## config.mk

```make
export PLATFORM = sky130hd
export DESIGN_NAME = bpu_update_flat
export DESIGN_NICKNAME = d
export VERILOG_FILES = /design/src/rtl/bpu_update_if.sv /design/src/rtl/bpu_update.sv /design/src/flat_wrapper.sv
export SDC_FILE = /design/constraint.sdc
export NUM_CORES = 2
export LEC_CHECK = 0
export BUFFER_PORTS_ARGS = -buffer_cell sky130_fd_sc_hd__buf_2
export CORE_UTILIZATION = 45
export CTS_BUF_LIST = sky130_fd_sc_hd__clkbuf_4 sky130_fd_sc_hd__clkbuf_8
export CTS_CLUSTER_DIAMETER = 80
export DETAILED_ROUTE_END_ITERATION = 8
export PLACE_DENSITY_LB_ADDON = 0.2
export SYNTH_ARGS = -nofsm -noshare
export SYNTH_HDL_FRONTEND = slang
export SYNTH_SLANG_ARGS = --single-unit
```

## constraint.sdc

```tcl
create_clock -name clock -period 16.8 [get_ports clock]
set_input_delay 2.52 -clock clock [delete_from_list [all_inputs] [get_ports clock]]
set_output_delay 2.52 -clock clock [all_outputs]
set_load 0.02 [all_outputs]
```

## src/rtl/bpu_update_if.sv

```systemverilog
// Resolved-branch input and predictor write-port bundle for bpu_update.
// The slave side is the update unit; the master side is backend plus frontend.
interface bpu_update_if #(
    parameter int DEPTH = 4
);
    localparam int PW = $clog2(DEPTH) + 1;

    logic          res_valid;
    logic          res_ready;
    logic [63:0]   res_pc;
    logic          res_taken;
    logic [63:0]   res_target;
    logic [31:0]   res_bht_data;
    logic [31:0]   res_btb_data;
    logic          rd_busy;
    logic          wr_en;
    logic [63:0]   wr_addr;
    logic [31:0]   bht_wr_data;
    logic [31:0]   btb_wr_data;
    logic [PW-1:0] pending;

    modport master (
        output res_valid, res_pc, res_taken, res_target, res_bht_data, res_btb_data, rd_busy,
        input  res_ready, wr_en, wr_addr, bht_wr_data, btb_wr_data, pending
    );

    modport slave (
        input  res_valid, res_pc, res_taken, res_target, res_bht_data, res_btb_data, rd_busy,
        output res_ready, wr_en, wr_addr, bht_wr_data, btb_wr_data, pending
    );
endinterface

```

## src/rtl/bpu_update.sv

```systemverilog
// Branch-predictor update unit: turns resolved branches into BHT/BTB words,
// queues them in a small FIFO and drains one write per idle array cycle.
module bpu_update #(
    parameter int DEPTH = 4
) (
    input  logic        clock,
    input  logic        reset,
    bpu_update_if.slave bus
);
    localparam int AW = $clog2(DEPTH);
    localparam int PW = AW + 1;
    localparam logic [PW-1:0] FULL = PW'(DEPTH);

    logic [63:0]   addrMem_q [DEPTH];
    logic [31:0]   bhtMem_q  [DEPTH];
    logic [31:0]   btbMem_q  [DEPTH];
    logic [AW-1:0] rdPtr_q, rdPtr_d;
    logic [AW-1:0] wrPtr_q, wrPtr_d;
    logic [PW-1:0] count_q, count_d;

    logic [AW-1:0] fwdIdx;
    logic [31:0]   baseBht, baseBtb;
    logic [4:0]    slot;
    logic [1:0]    oldCtr, newCtr;
    logic [31:0]   newBht, newBtb;
    logic          redundant, push, pop, headValid;
    logic          unusedTargetHi;

    assign unusedTargetHi = ^bus.res_target[63:32];

    // Youngest queued entry for the same PC wins; the head counts even when it pops this edge.
    always_comb begin
        baseBht = bus.res_bht_data;
        baseBtb = bus.res_btb_data;
        fwdIdx  = '0;
        for (int k = 0; k < DEPTH; k++) begin
            fwdIdx = rdPtr_q + AW'(k);
            if ((PW'(k) < count_q) && (addrMem_q[fwdIdx] == bus.res_pc)) begin
                baseBht = bhtMem_q[fwdIdx];
                baseBtb = btbMem_q[fwdIdx];
            end
        end
    end

    always_comb begin
        slot   = {bus.res_pc[5:2], 1'b0};
        oldCtr = baseBht[slot +: 2];
        newCtr = oldCtr;
        if (bus.res_taken) begin
            if (oldCtr != 2'd3) newCtr = oldCtr + 2'd1;
        end else begin
            if (oldCtr != 2'd0) newCtr = oldCtr - 2'd1;
        end
        newBht = baseBht;
        newBht[slot +: 2] = newCtr;
        newBtb = bus.res_taken ? bus.res_target[31:0] : baseBtb;
    end

    // Unaligned PCs and no-change updates complete the handshake but never enqueue.
    assign redundant     = (newBht == baseBht) && (newBtb == baseBtb);
    assign bus.res_ready = (count_q != FULL);
    assign push          = bus.res_valid && bus.res_ready && !bus.res_pc[2] && !redundant;

    assign headValid       = (count_q != '0) && !reset;
    assign pop             = headValid && !bus.rd_busy;
    assign bus.wr_en       = pop;
    assign bus.wr_addr     = headValid ? addrMem_q[rdPtr_q] : 64'd0;
    assign bus.bht_wr_data = headValid ? bhtMem_q[rdPtr_q]  : 32'd0;
    assign bus.btb_wr_data = headValid ? btbMem_q[rdPtr_q]  : 32'd0;
    assign bus.pending     = count_q;

    always_comb begin
        rdPtr_d = pop  ? rdPtr_q + AW'(1) : rdPtr_q;
        wrPtr_d = push ? wrPtr_q + AW'(1) : wrPtr_q;
        count_d = count_q;
        if (push && !pop) count_d = count_q + PW'(1);
        if (pop && !push) count_d = count_q - PW'(1);
    end

    always_ff @(posedge clock) begin
        if (reset) begin
            rdPtr_q <= '0;
            wrPtr_q <= '0;
            count_q <= '0;
        end else begin
            rdPtr_q <= rdPtr_d;
            wrPtr_q <= wrPtr_d;
            count_q <= count_d;
        end
    end

    always_ff @(posedge clock) begin
        if (push && !reset) begin
            addrMem_q[wrPtr_q] <= bus.res_pc;
            bhtMem_q[wrPtr_q]  <= newBht;
            btbMem_q[wrPtr_q]  <= newBtb;
        end
    end
endmodule

```

## src/flat_wrapper.sv

```systemverilog
// flat-port wrapper written by rule: the top's interface ports become plain ports
module bpu_update_flat 
#(
    parameter int DEPTH = 4
)
  (clock, reset, bus_res_valid, bus_res_pc, bus_res_taken, bus_res_target, bus_res_bht_data, bus_res_btb_data, bus_rd_busy, bus_res_ready, bus_wr_en, bus_wr_addr, bus_bht_wr_data, bus_btb_wr_data, bus_pending);
  bpu_update_if #(.DEPTH(DEPTH)) bus_i ();
  input  logic clock;
  input  logic reset;
  input wire logic [$bits(bus_i.res_valid)-1:0] bus_res_valid;
  input wire logic [$bits(bus_i.res_pc)-1:0] bus_res_pc;
  input wire logic [$bits(bus_i.res_taken)-1:0] bus_res_taken;
  input wire logic [$bits(bus_i.res_target)-1:0] bus_res_target;
  input wire logic [$bits(bus_i.res_bht_data)-1:0] bus_res_bht_data;
  input wire logic [$bits(bus_i.res_btb_data)-1:0] bus_res_btb_data;
  input wire logic [$bits(bus_i.rd_busy)-1:0] bus_rd_busy;
  output wire logic [$bits(bus_i.res_ready)-1:0] bus_res_ready;
  output wire logic [$bits(bus_i.wr_en)-1:0] bus_wr_en;
  output wire logic [$bits(bus_i.wr_addr)-1:0] bus_wr_addr;
  output wire logic [$bits(bus_i.bht_wr_data)-1:0] bus_bht_wr_data;
  output wire logic [$bits(bus_i.btb_wr_data)-1:0] bus_btb_wr_data;
  output wire logic [$bits(bus_i.pending)-1:0] bus_pending;
  assign bus_i.res_valid = bus_res_valid;
  assign bus_i.res_pc = bus_res_pc;
  assign bus_i.res_taken = bus_res_taken;
  assign bus_i.res_target = bus_res_target;
  assign bus_i.res_bht_data = bus_res_bht_data;
  assign bus_i.res_btb_data = bus_res_btb_data;
  assign bus_i.rd_busy = bus_rd_busy;
  assign bus_res_ready = bus_i.res_ready;
  assign bus_wr_en = bus_i.wr_en;
  assign bus_wr_addr = bus_i.wr_addr;
  assign bus_bht_wr_data = bus_i.bht_wr_data;
  assign bus_btb_wr_data = bus_i.btb_wr_data;
  assign bus_pending = bus_i.pending;
  bpu_update #(.DEPTH(DEPTH)) u_core (.clock(clock), .reset(reset), .bus(bus_i));
endmodule
```

==> flow_metrics.env <==
export IMPL_status="complete, no violations"
export IMPL_place_hpwl_um=115400
export IMPL_globalplace_congestion=1.030
export IMPL_yosysWarnings=0
export IMPL_power_leakage_uw=0.01434
export IMPL_cts_buffers=93
export IMPL_syn2layout_area_growth_pct=9.050
export IMPL_grt_pass1_wl_um=229200
export IMPL_maxCapViolCount=0
export IMPL_end_kind="register"
export IMPL_timing_rr_end="u_core.bhtMem_q[2][20]$_DFFE_PP_"
export IMPL_fmax_mhz=83.95
export IMPL_fin_crit_ns=11.91
export IMPL_max_slew_worst_pin_slew_ns=1.358
export IMPL_tns_ns=0
export IMPL_finalClockSkew_ns=0.04334
export IMPL_p_per_area_nw_per_um2=86.34
export IMPL_clkTransAtPathRegs_ns=0.06
export IMPL_synth_top_family_by_area="multiplexers"
export IMPL_startpoint="bus_res_pc[5]"
export IMPL_synth_simple_area_share_pct=12.29
export IMPL_cts_buffer_depth=3
export IMPL_drc=0
export IMPL_synthMuxAreaShare_pct=26.81
export IMPL_relSlewSlack_pct=8.646
export IMPL_syn_nets=3886
export IMPL_cts_max_level=3
export IMPL_drt_iter0_drc=4749
export IMPL_drive_above_1_share_pct=22.45
export IMPL_dr_pass1_iters=8
export IMPL_critPathCapture="u_core.bhtMem_q[2][20]$_DFFE_PP_"
export IMPL_finalMaxSlewViolations=0
export IMPL_synth_flop_cell="edfxtp_1"
export IMPL_vdd_drop_max_uv=62.04
export IMPL_clk_latency_ns=0.75
export IMPL_fp_coreArea_um2=90150
export IMPL_top_layer="met5"
export IMPL_root_buffer="clkbuf_8"
export IMPL_synth_seq_cells=521
export IMPL_grt_max_degree=132
export IMPL_wirelength_um=161800
export IMPL_cp_max_fo=53
export IMPL_critPathKind="input pin to register"
export IMPL_avgSynthCellArea_um2=11.15
export IMPL_setup_viol=0
export IMPL_via_per_inst=6.791
export IMPL_async_flop_share_pct=0
export IMPL_hold_violations=0
export IMPL_ys_seq_area_share_pct=37.92
export IMPL_rsz0062_at_grt="false"
export IMPL_yosys_area_share_adder_pct=0.3843
export IMPL_cp_data_arrival_time_ns=12.25
export IMPL_antenna_found_initial=9
export IMPL_synth_compound_area_share_pct=12.87
export IMPL_portBuffers=297
export IMPL_fin_nets=4022
export IMPL_synth_edf_count=512
export IMPL_synth_cell_types=103
export IMPL_grt_use_total_pct=33.92
export IMPL_gr_total_overflow=0
export IMPL_die_w_um=303.9
export IMPL_grt_pass1_vias=31840
export IMPL_wl_met3_um=18590
export IMPL_antenna_left=0
export IMPL_avgRoutedWirePerCell_um=31.94
export IMPL_cts_tree="done"
export IMPL_dp_slack_ns=4.847
export IMPL_min_path_type="register to register"
export IMPL_rr_worst_depth=21
export IMPL_start_util_pct=45.50
export IMPL_worst_slack_ns=4.888
export IMPL_io_pins=330
export IMPL_die_area_um2=92370
export IMPL_die_y_um=303.9
export IMPL_mappedNetlistArea_um2=41020
export IMPL_wl_met2_um=70580
export IMPL_hp_start="u_core.wrPtr_q[1]$_SDFFE_PP0P_"
export IMPL_cts_sinks=521
export IMPL_period_share_pct=70.90
export IMPL_final_cell_mix="edfxtp_1, mux2i_1, buf_2"
export IMPL_report_power_total_uw=3862
export IMPL_cts_post_setup_buffers_inserted=0
export IMPL_syn_inst=3678
export IMPL_wl_met1_um=66860
export IMPL_synth_xor_area_share_pct=4.975
export IMPL_num_rows=110
export IMPL_reg2reg_slack_ns=4.99
export IMPL_cts_hold_buf=0
export IMPL_layout_commonest_cell="edfxtp_1"
export IMPL_required_ns=17.14
export IMPL_vias=34410
export IMPL_post_cts_resized=0
export IMPL_worst_setup_path_start_kind="input pin"
-- sequential cells by signal, summed over array words and instances, names as in the netlist, named ones only --
name,cells
u_core.rdPtr_q,2
u_core.bhtMem_q,128
u_core.btbMem_q,128
u_core.addrMem_q,256
u_core.wrPtr_q,2
u_core.bus.pending,3
-- worst min path at each step --
stage / end / slack (ns) / depth (start not counted)
after floorplan: u_core.wrPtr_q[1]$_SDFFE_PP0P_ / 0.52 / 2
after global placement: u_core.wrPtr_q[1]$_SDFFE_PP0P_ / 0.55 / 2
after detailed placement: u_core.wrPtr_q[1]$_SDFFE_PP0P_ / 0.57 / 2
after CTS: u_core.wrPtr_q[1]$_SDFFE_PP0P_ / 0.58 / 2
after global routing: u_core.wrPtr_q[1]$_SDFFE_PP0P_ / 0.63 / 2
final: u_core.wrPtr_q[1]$_SDFFE_PP0P_ / 0.58 / 2
-- Yosys cell counts (all sizes together), types with 23 or more instances --
master,count,area (µm²)
a211oi,75,563.0
a21oi,140,708.2
a221oi,24,210.2
a22oi,23,172.7
and2,140,875.8
and3,26,162.7
buf,210,1348
clkbuf,106,401.6
edfxtp,512,15370
inv,50,187.7
mux2,97,1100
mux2i,486,4865
mux4,222,5034
nand2,250,938.4
nand2b,27,168.9
nand3,61,310.3
nand4,40,256.5
nor2,212,800.8
nor2b,43,269.0
nor3,54,286.5
nor4,32,219.0
o211ai,49,372.9
o21ai,144,735.7
o22ai,46,287.8
xnor2,188,1647
xor2,45,394.1
-- worst max-delay path, stage by stage --
cell and delay (ns):
buf_2 0.59, xnor2_1 0.35, nand4b_1 0.43, or3_1 0.46, nor4_1 1.14, and4_4 0.63, buf_4 0.59, mux2i_1 0.49
a211oi_1 0.16, a2111oi_0 0.62, a221oi_1 0.19, o211ai_2 0.37, nand2_1 0.49, mux2_2 0.44, o32a_1 0.30, and4_1 0.21
a31o_4 0.31, nor2_2 0.17, and2_4 0.74, buf_4 0.89
-- cells by family after synthesis --
family,after synthesis
AO/OA/AOI/OAI,759
flip-flops,521
XOR/XNOR,233
AND/OR/NAND/NOR,978
multiplexers,805
buffers and inverters,369
adder cells (fa/ha/maj),13
-- stage by stage --
step | instances | hold slack, ns | area (µm²) | util (%)
2_1_floorplan | 3678 | 0.5175 | 41020 | -
3_3_place_gp | 4895 | 0.5547 | 42820 | 47.50
3_5_place_dp | 4895 | 0.5694 | 42820 | 47.50
4_1_cts | 5065 | 0.5809 | 44720 | 49.61
5_1_grt | 5066 | 0.6285 | 44730 | 49.62
6_report | 5067 | 0.5787 | 44730 | 49.62
-- final cells by class --
class,instances,area [µm²]
sequential,521,15570
antenna,2,5.005
timing repair buffer,357,2012
clock inverter,40,299.0
tap,1176,1471
inverter,53,203.9
multi-input combinational,2788,23570
fill,8275,45410
clock buffer,130,1608
-- routing by layer --
layer	GRT usage, %	vias up
met5	0	-
met4	11.52	14
met3	8.427	285
met2	50.67	2100
met1	47.88	17330
li1	-	14680
-- report_power, final --
| group | total [µW] | internal [µW] | switching (µW) |
|---|---|---|---|
| Clock | 1260 | 679 | 577 |
| Combinational | 1110 | 398 | 712 |
| Sequential | 1500 | 1460 | 34.6 |
No activity file was read; power rests on OpenSTA's default activity.
